## src/rtl/serial_addsub_ctrl.sv

```systemverilog
// Bit-serial add/subtract unit: one full adder processes one operand bit per clock, LSB first,
// with a valid/ready result handshake.
module serial_addsub_ctrl #(
  parameter int unsigned WIDTH = 8
) (
  input  logic             clk,
  input  logic             rst_n,
  input  logic             start,
  input  logic             op,
  input  logic [WIDTH-1:0] a,
  input  logic [WIDTH-1:0] b,
  output logic             ready,
  output logic             result_valid,
  input  logic             result_ready,
  output logic [WIDTH-1:0] sum,
  output logic             cout,
  output logic             overflow
);

  localparam int unsigned IdxW = (WIDTH > 1) ? $clog2(WIDTH) : 1;
  localparam logic [IdxW-1:0] LastIdx = IdxW'(WIDTH - 1);

  typedef enum logic [1:0] {StIdle, StCalc, StDone} state_e;

  state_e           state_q, state_d;
  logic [WIDTH-1:0] a_q, a_d;
  logic [WIDTH-1:0] b_q, b_d;
  logic             op_q, op_d;
  logic             carry_q, carry_d;
  logic [IdxW-1:0]  idx_q, idx_d;
  logic [WIDTH-1:0] sum_q, sum_d;
  logic             cout_q, cout_d;
  logic             ovf_q, ovf_d;

  // Single full adder; subtract is a + ~b + 1, the +1 coming from the carry preload.
  logic fa_a, fa_b, fa_sum, fa_cout;

  always_comb begin
    fa_a    = a_q[idx_q];
    fa_b    = b_q[idx_q] ^ op_q;
    fa_sum  = fa_a ^ fa_b ^ carry_q;
    fa_cout = (fa_a & fa_b) | (fa_a & carry_q) | (fa_b & carry_q);
  end

  always_comb begin
    state_d = state_q;
    a_d     = a_q;
    b_d     = b_q;
    op_d    = op_q;
    carry_d = carry_q;
    idx_d   = idx_q;
    sum_d   = sum_q;
    cout_d  = cout_q;
    ovf_d   = ovf_q;
    unique case (state_q)
      StIdle: begin
        if (start) begin
          a_d     = a;
          b_d     = b;
          op_d    = op;
          carry_d = op;
          idx_d   = '0;
          state_d = StCalc;
        end
      end
      StCalc: begin
        sum_d[idx_q] = fa_sum;
        carry_d      = fa_cout;
        idx_d        = idx_q + IdxW'(1);
        if (idx_q == LastIdx) begin
          cout_d  = fa_cout;
          // carry_q is the carry into the MSB at this point
          ovf_d   = carry_q ^ fa_cout;
          idx_d   = '0;
          state_d = StDone;
        end
      end
      StDone: begin
        if (result_ready) begin
          state_d = StIdle;
        end
      end
      default: state_d = StIdle;
    endcase
  end

  always_ff @(posedge clk or negedge rst_n) begin
    if (!rst_n) begin
      state_q <= StIdle;
      a_q     <= '0;
      b_q     <= '0;
      op_q    <= 1'b0;
      carry_q <= 1'b0;
      idx_q   <= '0;
      sum_q   <= '0;
      cout_q  <= 1'b0;
      ovf_q   <= 1'b0;
    end else begin
      state_q <= state_d;
      a_q     <= a_d;
      b_q     <= b_d;
      op_q    <= op_d;
      carry_q <= carry_d;
      idx_q   <= idx_d;
      sum_q   <= sum_d;
      cout_q  <= cout_d;
      ovf_q   <= ovf_d;
    end
  end

  assign ready        = (state_q == StIdle);
  assign result_valid = (state_q == StDone);
  assign sum          = sum_q;
  assign cout         = cout_q;
  assign overflow     = ovf_q;

endmodule
```

## config.mk

```make
export PLATFORM = sky130hd
export DESIGN_NAME = serial_addsub_ctrl
export DESIGN_NICKNAME = d
export VERILOG_FILES = /design/src/rtl/serial_addsub_ctrl.sv
export SDC_FILE = /design/constraint.sdc
export NUM_CORES = 1
export LEC_CHECK = 0
export ABC_CLOCK_PERIOD_IN_PS = 5900
export BUFFER_PORTS_ARGS = -buffer_cell sky130_fd_sc_hd__clkbuf_2
export CAP_MARGIN = 0
export CORE_ASPECT_RATIO = 0.7
export CORE_MARGIN = 1.5
export CORE_UTILIZATION = 55
export DETAILED_ROUTE_END_ITERATION = 8
export PLACE_DENSITY_LB_ADDON = 0.08
export SYNTH_ARGS = -nofsm -noshare
export SYNTH_HDL_FRONTEND = slang
export SYNTH_SLANG_ARGS = --single-unit
```

## constraint.sdc

```tcl
create_clock -name clk -period 5.9 [get_ports clk]
set_input_delay 0.59 -clock clk [delete_from_list [all_inputs] [get_ports clk]]
set_output_delay 0.59 -clock clk [all_outputs]
set_load 0.05 [all_outputs]
```

==> metrics.txt, run 1 <==
CTS Hold Bufs 0; clock root buffer clkbuf_8; clk slew on worst S/H paths approximately 70 ps; P_sw 539 uW; Placed Instances about 220; R2R depth 5; P&R area growth vs syn 15.4%; final setup fails 0; Sink Count 33; layout net count 216; CP endpoint sum[0]$_DFFE_PN0P_; fin crit period 2510 ps; fin util 69.5%; reg2reg setup slack 3390 ps; post-synthesis sequential area ratio between 50% and 60%; Initial Util 60.2%; Reg power frac a little under two fifths; Ports 33; Iter 0 DRT Violations 79; Slew HR 45.5%; Max Freq 398 MHz; Worst EP required 6060 ps; worst hold path class input pin to asynchronous set/reset pin; share of cells above drive strength 1 22.8%; antenna-violating nets left 0; number of synthesized flops with an enable pin 0; critical path capture point type flop; TritonRoute pass-1 iters 4; combinational share of power between 40% and 50%; top post-synthesis cells by count nand2_1 (63), dfrtp_1 (33), o21ai_0 (12); syn_nets 186; total CTS buffers 5; core area ~2600 sq um; first-pass GRT wire length 5110 microns; Rows 15; #FFs+latches synth 33; crit path DAT 2670 ps; largest net degree at the start of global routing 34; count leader, synth nand2_1; Cell Pwr Density 644 nW/um^2; RSZ-0062 raised after global routing false; internal cell power roughly 600 uW; Synth area leaders dfrtp_1 (54%), nand2_1 (15%), o31ai_1 (4.9%); dominant cell type by area after synthesis dfrtp_1; switching part of the total 47.2%; DR WL/cell between 10 and 15 microns; power share of the clock group 13.8%; P_leak 0.000913 uW; Total GRT Usage roughly 23%; Post-Syn Area per Cell 9.48 sq um; Post-Syn Instances 162; Worst Skew ~4.8 ps; CTS tree built; synth warn 0; Worst Setup SP idx_q[0]$_DFFE_PN0P_; post-cts gate resize count 0; synth unique cells 28; Worst-Skew Late Latency around 270 ps; Reg2Reg Launch Point idx_q[0]$_DFFE_PN0P_; startpoint class of the critical path flop; die area ~3100 sq um; Max Cap Viol 0; aggregate negative setup slack 0 ps; worst-path maximum fanout 14; Final Hold Viols 0; Post-CTS Setup Inserts 0; DP Wirelength about 2100 microns; clock buffer depth 2; H-tree depth 2; height of the die roughly 47 microns; Setup CP Type flop to flop; via count around 1200; drt drc 0; outcome completed; initial antenna violation count 0; Placer Congestion 0.826; Tightest Pin Transition 818 ps; VDD IR max 0.250 mV; Post-Layout Cell Count between 200 and 250; Routed WL about 3000 microns; vias in the first global route 1172; # port buffers 32; Vias per Instance 5.29; Syn Std Cell Area around 1500 sq um; max-slew violation count 0; Main synth FF type dfrtp_1; Crit Reg-Reg Endpoint sum[0]$_DFFE_PN0P_; dpl ws 3430 ps; grt total ovfl 0; overall die width 66.2 microns; fin worst setup slack 3390 ps; top-area cell type share of the netlist area roughly 54%; post-synthesis async set-or-reset flop share 100%; Final period util 42.6%; ANT cells 0
logic make-up after synthesis:
kind of cell | synth area share (%)
AOI/OAI and AO/OA | 12.9
xor gates and xnor gates | 1.14
buffers and inverters | 3.91
and+or+nand+nor | 20.6
adders and majority gates | 2.93
DFF | 53.7
muxes | 4.72
stage by stage:
step / hold WS, ps / total power, uW / cell area [sq um]
2_1_floorplan: 294 / 862 / 1540
3_3_place_gp: 462 / 958 / 1690
3_5_place_dp: 466 / 984 / 1690
4_1_cts: 412 / 1150 / 1770
5_1_grt: 450 / 1230 / 1770
6_report: 396 / 1140 / 1770
final cells by class:
class                           instances  area, sq um
Tap cell                               34         42.5
Clock inverter                          2         10.0
Timing Repair Buffer                   32          160
Multi-Input combinational cell        117          651
Fill cell                             221          779
Clock buffer                            6         72.6
Inverter                                3         11.3
Sequential cell                        33          826
cell usage in the layout (no fill, tap or decap):
master and n:
o21ai_0 12, clkinv_2 2, nand2b_2 1, o211ai_1 1
mux2i_1 5, a211oi_2 1, nor2_1 3, ha_1 2
clkbuf_1 1, mux4_2 1, a211oi_1 1, xor2_1 2
clkbuf_2 32, o221a_2 1, inv_1 3, o41ai_1 2
clkbuf_8 5, and2_1 1, nand2_1 63, and2b_1 1
fa_1 1, a21boi_0 1, nand2b_1 4, dfrtp_1 33
nand3_1 3, nand2_2 1, o31ai_1 10
routing by layer:
metal	track usage, %	part of all wire (%)	vias to the layer above
li1	-	-	602
met1	29.6	47	565
met2	36.2	47	30
met3	7.67	5.5	4
met4	7.76	0.56	0
met5	0	0	-
worst max-delay path: stages, from the launching register on:
cell	delay, ps
dfrtp_1	650
mux2i_1	150
mux4_2	490
o221a_2	150
fa_1	580
o41ai_1	370
registers in the layout, summed over array words and instances (netlist names):
name	flops
sum	8
idx_q	3
cout	1
op_q	1
carry_q	1
overflow	1
a_q	8
state_q	2
b_q	8
how the worst min path moves through the flow:
| stage | endpoint | start | slack, ps | cells after the start |
|---|---|---|---|---|
| finish | a_q[2]$_DFFE_PN0P_ | rst_n | 400 | 1 |
| global route | a_q[2]$_DFFE_PN0P_ | rst_n | 450 | 1 |
| CTS | a_q[2]$_DFFE_PN0P_ | rst_n | 410 | 1 |
| detailed placement | b_q[5]$_DFFE_PN0P_ | b_q[5]$_DFFE_PN0P_ | 470 | 2 |
| global placement | overflow$_DFFE_PN0P_ | overflow$_DFFE_PN0P_ | 460 | 2 |
| floorplan | a_q[0]$_DFFE_PN0P_ | rst_n | 290 | 0 |
power groups by stage:
stage	Sequential, uW	Clock, uW	Combinational (uW)
after detailed placement	429	0	555
after floorplan	489	0	373
after CTS	426	161	558
after global placement	424	0	535
final	428	158	555
after global routing	442	174	617
Note: power is estimated with default switching activity, not from simulation.
==> run 2: changes to the inputs <==
ABC_CLOCK_PERIOD_IN_PS = 2500   (was 5900)
CORE_UTILIZATION = 53   (was 55)
clock period = 2.5 ns   (was 5.9 ns; I/O delays follow)
==> metrics.txt, run 2 (synthesis gave the netlist of run 1 again) <==
Worst EP required 2670 ps (-3390 ps); worst-path cell chain nand2b_2 > mux4_2 > o221a_2 > fa_1 > o41ai_1; antenna-violating nets left 0 (unchanged); via count 1200 (-0.083%); outcome completed; max-slew violation count 0 (unchanged); Rows 16 (+1); Setup CP Type flop to flop; drt drc 0 (unchanged); initial antenna violation count 0 (unchanged); most common cell after layout, fill and taps aside nand2_1; vias in the first global route 1090 (-7.0%); VDD IR max 0.666 mV (+170%); Initial Util 55.2% (-5.0 points); grt total ovfl 0 (unchanged); height of the die 48.1 microns (+1.8%); Iter 0 DRT Violations 84 (+6.3%); fin crit period 2410 ps (-108 ps); most frequent cells in the layout nand2_1 (63), dfrtp_1 (32), clkbuf_2 (32); Sink Count 33 (unchanged); Crit Reg-Reg Endpoint sum[1]$_DFFE_PN0P_; Slew HR 47.9% (+2.4 points); Final period util 96.2% (+54 points); startpoint class of the critical path flop; CP Depth 5 (unchanged); worst hold path class input pin to asynchronous set/reset pin; DP Wirelength 2220 microns (+6.8%); first-pass GRT wire length 5110 microns (unchanged); CTS Hold Bufs 0 (unchanged); crit path DAT 2570 ps (-100 ps); total CTS buffers 5 (unchanged); critical path capture point type flop; Final Hold Viols 0 (unchanged); critical path's slowest cell fa_1; Vias per Instance 5.17 (-2.2%); clock buffer depth 2 (unchanged); DR WL/cell 13.5 microns (+1.7%); Ports 33 (unchanged); share of cells above drive strength 1 25.0% (+2.2 points); largest net degree at the start of global routing 34 (unchanged); Max Freq 416 MHz (+4.5%); RSZ-0062 raised after global routing false; die area 3240 sq um (+3.6%); Worst Skew 8.90 ps (+4.15 ps); Reg2Reg Launch Point idx_q[0]$_DFFE_PN0P_; H-tree depth 2 (unchanged); Final Power 2820 uW (+150%); overall die width 67.4 microns (+1.8%); R2R depth 5 (unchanged); Max Cap Viol 0 (unchanged); ANT cells 0 (unchanged); core area 2780 sq um (+9.0%); P&R area growth vs syn 18.3%; aggregate negative setup slack 0 ps (unchanged); P_leak 0.000936 uW (+2.5%); CP Buf/Inv Count 0 (unchanged); worst-path maximum fanout 9 (-5); Cell Pwr Density 1550 nW/um^2 (+140%); layout net count 219 (+1.4%); Tightest Pin Transition 782 ps (-36.6 ps); Post-CTS Setup Inserts 0 (unchanged); top cell family by delay on the critical path adder cells; clk slew on worst S/H paths 70 ps (about the same); fin util 65.3% (-4.1 points); Critical Path Max Stage Delay 600 ps (-50 ps); final setup fails 0 (unchanged); reg2reg setup slack 90 ps (-3290 ps); Routed WL 3140 microns (+3.9%); Placer Congestion 0.831 (+0.68%); Total GRT Usage 22.6% (-0.053 points); TritonRoute pass-1 iters 4 (unchanged); # port buffers 32 (unchanged); Worst-Skew Late Latency 290 ps (+20 ps); clock root buffer clkbuf_8; CTS tree built
==> run 2: cell types whose count changed in the layout (fill, tap and decap cells not counted) <==
cell,delta
dfrtp_2,+1
clkbuf_8,+2
clkbuf_1,-1
clkinv_2,-1
dfrtp_1,-1
buf_4,+3
==> run 2: routing by layer <==
layer  GRT usage [%]  up-vias  share of wire (%)
met2            34.7       32                 47
met3            8.71        7                4.7
met5               0        -                  0
met4            8.57        0               0.92
met1            29.6      554                 48
li1                -      607                  -
==> run 2: worst max-delay path by stage <==
stage | end | start
2_1_floorplan | sum[0]$_DFFE_PN0P_ | idx_q[0]$_DFFE_PN0P_
3_3_place_gp | sum[1]$_DFFE_PN0P_ | idx_q[0]$_DFFE_PN0P_
3_5_place_dp | sum[1]$_DFFE_PN0P_ | idx_q[0]$_DFFE_PN0P_
4_1_cts | sum[1]$_DFFE_PN0P_ | idx_q[0]$_DFFE_PN0P_
5_1_grt | sum[1]$_DFFE_PN0P_ | idx_q[0]$_DFFE_PN0P_
6_report | sum[1]$_DFFE_PN0P_ | idx_q[0]$_DFFE_PN0P_
==> run 2: power breakdown <==
part	internal (uW)	leakage, uW	switching, uW
clock network	249	0.0000542	193
registers	784	0.000411	186
logic	477	0.000470	928
==> run 2: worst register-to-register path, stage by stage, from the launching register on <==
cell	delay (ps)
dfrtp_1	490
nand2b_2	220
mux4_2	440
o221a_2	140
fa_1	600
o41ai_1	390
==> run 2: repair_timing <==
| item | 4_1_cts | 5_1_grt |
|---|---|---|
| resized for setup | 0 | 1 |
| endpoints found under the setup margin | 0 | 1 |
| hold endpoints to repair | 0 | 0 |
==> run 2: area by class of cell <==
cell class,instances,area (sq um)
Fill cell,236,965
Sequential cell,33,827
Clock buffer,7,96.3
Multi-Input combinational cell,117,651
Timing Repair Buffer,35,183
Clock inverter,1,5.00
Inverter,3,11.3
Tap cell,36,45.0
==> run 2: metrics by stage <==
step	setup WS (ps)	std cells	hold slack [ps]	area, sq um
6_report	94.7	232	31.8	1820
5_1_grt	11.6	232	111	1820
4_1_cts	81.7	232	63.4	1820
3_5_place_dp	87.8	224	367	1720
3_3_place_gp	222	224	359	1720
2_1_floorplan	325	162	-45.6	1540
